[src/rtl/imm_extend_queue.sv]
// Immediate extender (SIGN/ZERO/UPPER/BRANCH) feeding a DEPTH-entry valid/ready FIFO.
// Optional saturating push/stall counters are enabled by defining IMMX_STATS_EN.
module imm_extend_queue #(
  parameter int unsigned IN_W  = 16,
  parameter int unsigned OUT_W = 32,
  parameter int unsigned TAG_W = 5,
  parameter int unsigned DEPTH = 2
) (
  input  logic             clk,
  input  logic             rst_n,
  input  logic             flush,
  input  logic             in_valid,
  output logic             in_ready,
  input  logic [IN_W-1:0]  in_imm,
  input  logic [1:0]       in_mode,
  input  logic [TAG_W-1:0] in_tag,
  output logic             out_valid,
  input  logic             out_ready,
  output logic [OUT_W-1:0] out_data,
  output logic [TAG_W-1:0] out_tag
`ifdef IMMX_STATS_EN
  ,
  output logic [15:0]      stat_pushes,
  output logic [15:0]      stat_stall
`endif
);

  localparam int unsigned PtrW = $clog2(DEPTH);
  localparam int unsigned CntW = $clog2(DEPTH + 1);
  localparam logic [CntW-1:0] FullCnt = CntW'(DEPTH);

  if (IN_W < 2) begin : g_bad_in_w
    $error("imm_extend_queue: IN_W must be >= 2");
  end
  if (OUT_W < IN_W + 2) begin : g_bad_out_w
    $error("imm_extend_queue: OUT_W must be >= IN_W+2");
  end
  if (DEPTH < 2 || (DEPTH & (DEPTH - 1)) != 0) begin : g_bad_depth
    $error("imm_extend_queue: DEPTH must be a power of two >= 2");
  end

  typedef enum logic [1:0] {
    ModeSign   = 2'b00,
    ModeZero   = 2'b01,
    ModeUpper  = 2'b10,
    ModeBranch = 2'b11
  } mode_e;

  logic [CntW-1:0]  r_count;
  logic [PtrW-1:0]  r_wr_ptr;
  logic [PtrW-1:0]  r_rd_ptr;
  logic [OUT_W-1:0] r_data_mem [DEPTH];
  logic [TAG_W-1:0] r_tag_mem  [DEPTH];

  logic [OUT_W-1:0] w_sign;
  logic [OUT_W-1:0] w_ext;
  logic             w_push;
  logic             w_pop;
  logic [CntW-1:0]  w_count_nxt;

  assign w_sign = {{(OUT_W - IN_W){in_imm[IN_W-1]}}, in_imm};

  always_comb begin
    w_ext = w_sign;
    unique case (mode_e'(in_mode))
      ModeSign:   w_ext = w_sign;
      ModeZero:   w_ext = {{(OUT_W - IN_W){1'b0}}, in_imm};
      ModeUpper:  w_ext = {in_imm, {(OUT_W - IN_W){1'b0}}};
      ModeBranch: w_ext = {w_sign[OUT_W-3:0], 2'b00};
    endcase
  end

  // Readiness comes from registered occupancy only, never from out_ready.
  assign in_ready  = (r_count != FullCnt);
  assign out_valid = (r_count != '0);
  assign w_push    = in_valid & in_ready & ~flush;
  assign w_pop     = out_valid & out_ready & ~flush;

  always_comb begin
    w_count_nxt = r_count;
    unique case ({w_push, w_pop})
      2'b10:   w_count_nxt = r_count + CntW'(1);
      2'b01:   w_count_nxt = r_count - CntW'(1);
      default: w_count_nxt = r_count;
    endcase
  end

  always_ff @(posedge clk or negedge rst_n) begin
    if (!rst_n) begin
      r_count  <= '0;
      r_wr_ptr <= '0;
      r_rd_ptr <= '0;
    end else if (flush) begin
      r_count  <= '0;
      r_wr_ptr <= '0;
      r_rd_ptr <= '0;
    end else begin
      r_count <= w_count_nxt;
      if (w_push) r_wr_ptr <= r_wr_ptr + PtrW'(1);
      if (w_pop)  r_rd_ptr <= r_rd_ptr + PtrW'(1);
    end
  end

  // Storage is not reset; the empty-gating on the outputs hides stale entries.
  always_ff @(posedge clk) begin
    if (w_push) begin
      r_data_mem[r_wr_ptr] <= w_ext;
      r_tag_mem[r_wr_ptr]  <= in_tag;
    end
  end

  assign out_data = out_valid ? r_data_mem[r_rd_ptr] : '0;
  assign out_tag  = out_valid ? r_tag_mem[r_rd_ptr]  : '0;

`ifdef IMMX_STATS_EN
  logic [15:0] r_stat_pushes;
  logic [15:0] r_stat_stall;

  always_ff @(posedge clk or negedge rst_n) begin
    if (!rst_n) begin
      r_stat_pushes <= '0;
      r_stat_stall  <= '0;
    end else begin
      if (w_push && r_stat_pushes != 16'hFFFF) r_stat_pushes <= r_stat_pushes + 16'd1;
      if (in_valid && !in_ready && r_stat_stall != 16'hFFFF) r_stat_stall <= r_stat_stall + 16'd1;
    end
  end

  assign stat_pushes = r_stat_pushes;
  assign stat_stall  = r_stat_stall;
`endif

endmodule

[config.mk]
export PLATFORM = sky130hd
export DESIGN_NAME = imm_extend_queue
export DESIGN_NICKNAME = d
export VERILOG_FILES = /design/src/rtl/imm_extend_queue.sv
export SDC_FILE = /design/constraint.sdc
export NUM_CORES = 1
export LEC_CHECK = 0
export ABC_AREA = 1
export ABC_CLOCK_PERIOD_IN_PS = 7600
export CORE_ASPECT_RATIO = 1.4
export CORE_MARGIN = 5
export CORE_UTILIZATION = 50
export CTS_CLUSTER_SIZE = 12
export DETAILED_ROUTE_END_ITERATION = 6
export HOLD_SLACK_MARGIN = 0.12
export PLACE_DENSITY = 0.76
export SLEW_MARGIN = 40
export SYNTH_ARGS = -nofsm -noshare
export SYNTH_HDL_FRONTEND = slang
export SYNTH_SLANG_ARGS = --single-unit
[constraint.sdc]
create_clock -name clk -period 7.6 [get_ports clk]
set_input_delay 1.52 -clock clk [delete_from_list [all_inputs] [get_ports clk]]
set_output_delay 1.52 -clock clk [all_outputs]
set_load 0.03 [all_outputs]
==> results.md <==
| Quantity | This run |
|---|---|
| Share of final-layout standard cells stronger than drive strength 1 | 7.86% |
| Layout Nets | 392 |
| WL final | 7.15 mm |
| Initial Utilization | 50.9% |
| Count of max-cap constraint violations | 0 |
| Critical Path, Cell by Cell | inv_1, buf_4, nand2_1, a21oi_1, clkdlybuf4s50_1 |
| Die W | 78.9 µm |
| Relative slew margins | 57.3% |
| Post-Syn Area | 3320 µm² |
| Placed Cells | 427 |
| Kind of capture point of the worst setup path | primary output |
| Family of cells with the greatest summed delay on the critical path | buffers and inverters |
| Worst Clk Skew | 0.00811 ns |
| Share of total power in sequential cells | 36.4% |
| Number of buffers inserted for hold repair after clock tree synthesis | 0 |
| Via count of the first global-routing pass | 2294 |
| Worst path slowest cell | sky130_fd_sc_hd__clkdlybuf4s50_1 |
| Min Tclk post-route | 3.94 ns |
| Startpoint types | flip-flop |
| Buffers & Inverters on Critical Path | 3 |
| DR pass1 iterations | 4 |
| Total clock buffers created by CTS | 9 |
| Floorplan Core Area | 6530 µm² |
| Initial DRC count | 188 |
| Clock-pin slew on the worst setup and hold paths | 0.07 ns |
| Worst reg2reg path endpoint | r_data_mem[0][16] |
| Count of input and output buffers | 66 |
| Peak clock frequency supported by timing | 0.254 GHz |
| Core occupancy in the finished layout | 65.0% |
| Cell area power density | 346 nW/µm² |
| Leakage power of the design | 0.00159 µW |
| Cells after Synth | 299 |
| Clock power frac | 21.7% |
| Highest fanout seen on the critical path | 26 |
| Total number of H-tree levels | 3 |
| Final Instance Count excl. Fillers | 443 |
| Arr. time, crit path | 2.42 ns |
| Avg Inst Size Synth | 11.1 µm² |
| Dpl hpwl | 4.78 mm |
| Overflow left after global routing | 0 |
| Number of stages on the worst hold path | 2 |
| Number of clock sinks seen by CTS | 78 |
| Switching component of the power | 545 µW |
| Startpoint-to-endpoint class of the critical path | reg -> out |
| Setup repair after global routing missed its margin | no |
| Reg-to-reg setup timing slack | 5.60 ns |
| CTS resizes | 0 |
| Number of flip-flops and latches in the synthesized netlist | 78 |
| Synthesis-to-layout area growth | 27.8% |
| Post-DR wirelength/cell | 16.1 µm |
| Hold violation total from the final report | 0 |
| Setup total negative slack | 0 ns |
| Pin count of the biggest net entering global routing | 39 |
| Instance area at placement | 4040 µm² |
| Number of placement rows | 35 |
| Maximum cell stage delay along the critical path | 0.71 ns |
| Final clock period utilization by the worst path | 51.8% |
| Worst skew pair latency | 0.33 ns |
| Least-Margin Pin Slew | 0.638 ns |
| Result of the run | finished, final reports clean |
| Depth of the most critical reg-to-reg path | 7 |
| Maximum root-to-sink buffer count | 2 |
| Die ar. | 8390 µm² |
| GRT Overall Usage | 18.0% |
| Type of the tightest min-delay check | reg -> reg |
| R2r startpoint | r_count[0] |
| Number of nets with antenna violations after routing | 0 |
| Vias per cell | 5.35 |
| Number of distinct library cell variants in the gate-level netlist after synthesis | 20 |
| Hold wc startpoint | r_count[1] |
| First-pass GRT wire length | 11.4 mm |
| Antenna diode instance count | 0 |
| Worst vdd rail ir drop | 178 µV |
| Final setup violation count | 0 |
| Internal power summed over all cells | 923 µW |
| Final standard cell area without fillers | 4240 µm² |
| Post-CTS setup buffer count | 0 |
| Clock tree from TritonCTS | yes |
| Switching fraction of total power | 37.1% |
| Io pins | 67 |
| Share of total power in combinational logic | 42.0% |
| Number of vias in the routed layout | 2372 |
| Yosys warns | 0 |
| Total Power Consumption | 1470 µW |
| Sequential element share of the synthesized area | 70.0% |
| Max Slew Vio Count | 0 |
| Vertical die dimension | 106 µm |
| Placer Congestion | 0.848 |
| Hold Path Sink | r_count[1] |
| Number of remaining DRC errors | 0 |
| Worst setup path start | r_rd_ptr |
| Data required time at the worst endpoint | 6.08 ns |
| Number of nets produced by synthesis | 327 |
| Root buffer cell | sky130_fd_sc_hd__clkbuf_8 |
| Antenna violations before repair | 0 |
how the worst max path moves through the flow:
stage	to	slack [ns]	cells after the start
2_1_floorplan	r_data_mem[1][0]	2.98	1
3_3_place_gp	r_data_mem[0][26]	3.86	4
3_5_place_dp	r_data_mem[0][23]	3.81	4
4_1_cts	out_data[30]	3.63	5
5_1_grt	out_data[30]	3.49	5
6_report	out_data[22]	3.66	5
state kept, by name, summed over array words and instances (netlist names):
signal,count
r_count,2
r_data_mem,64
r_rd_ptr,1
r_tag_mem,10
r_wr_ptr,1
routing by layer:
layer / up-vias / share of wire [%] / GRT usage (%)
met5: - / 0 / 0
met4: 0 / 0.62 / 7.00
met3: 2 / 6.0 / 3.47
met2: 94 / 55 / 32.6
met1: 1121 / 38 / 20.7
li1: 1155 / - / -
kinds of logic after synthesis:
family / count (synthesis) / share of synthesized area [%]
AND/OR/NAND/NOR: 107 / 13.2
flip-flops: 78 / 70.0
buffers and inverters: 43 / 5.39
AO/OA/AOI/OAI: 71 / 11.4
per-stage QoR:
step	setup slack, ns	hold WS [ns]
after floorplan	2.98	0.508
after global placement	3.86	0.549
after detailed placement	3.81	0.567
after CTS	3.63	0.586
after global routing	3.49	0.607
final	3.66	0.576
placed cells by master (no fill, tap or decap), types with 2 or more instances in the layout:
master and n:
sky130_fd_sc_hd__nand2_1 89, sky130_fd_sc_hd__edfxtp_1 74, sky130_fd_sc_hd__clkdlybuf4s50_1 66, sky130_fd_sc_hd__a21oi_1 39
sky130_fd_sc_hd__inv_1 24, sky130_fd_sc_hd__o22ai_1 15, sky130_fd_sc_hd__o21ai_1 10, sky130_fd_sc_hd__clkbuf_8 9
sky130_fd_sc_hd__nor2_1 7, sky130_fd_sc_hd__o21ai_0 6, sky130_fd_sc_hd__buf_4 5, sky130_fd_sc_hd__nand2_2 4
sky130_fd_sc_hd__dfrtp_1 4, sky130_fd_sc_hd__clkbuf_1 3, sky130_fd_sc_hd__inv_2 2, sky130_fd_sc_hd__nand2_4 2
sky130_fd_sc_hd__bufinv_16 2
power by group through the flow:
| stage | clock (µW) | sequential (µW) | combinational (µW) |
|---|---|---|---|
| 3_3_place_gp | 0 | 542 | 619 |
| 4_1_cts | 327 | 534 | 624 |
| 3_5_place_dp | 0 | 544 | 623 |
| 2_1_floorplan | 0 | 541 | 381 |
| 5_1_grt | 346 | 537 | 661 |
| 6_report | 318 | 534 | 616 |
final cells by class:
cell class,instances,area [µm²]
flip-flops and latches,78,2320
fillers,521,2280
multi-input cells,178,825
repair buffers,71,698
clock buffers,12,135
inverters,26,97.6
well taps,74,92.6
clock inverters,4,71.3
synthesized netlist by cell type (all sizes together):
cell	count	area (µm²)
o21ai	16	80.1
o22ai	15	93.8
nor3	1	5.00
nand2	95	382
buf	15	73.8
nand3	2	15.0
edfxtp	74	2220
a21oi	40	204
nor2	8	30.0
nand3b	1	7.51
clkbuf	2	7.51
inv	26	97.6
dfrtp	4	100
worst min-delay path: cells and delay by family (launching register included):
kind / cells / cell delay [ns]
DFF: 1 / 0.42
and+or+nand+nor: 2 / 0.12
No activity file was read; power rests on OpenSTA's default activity.
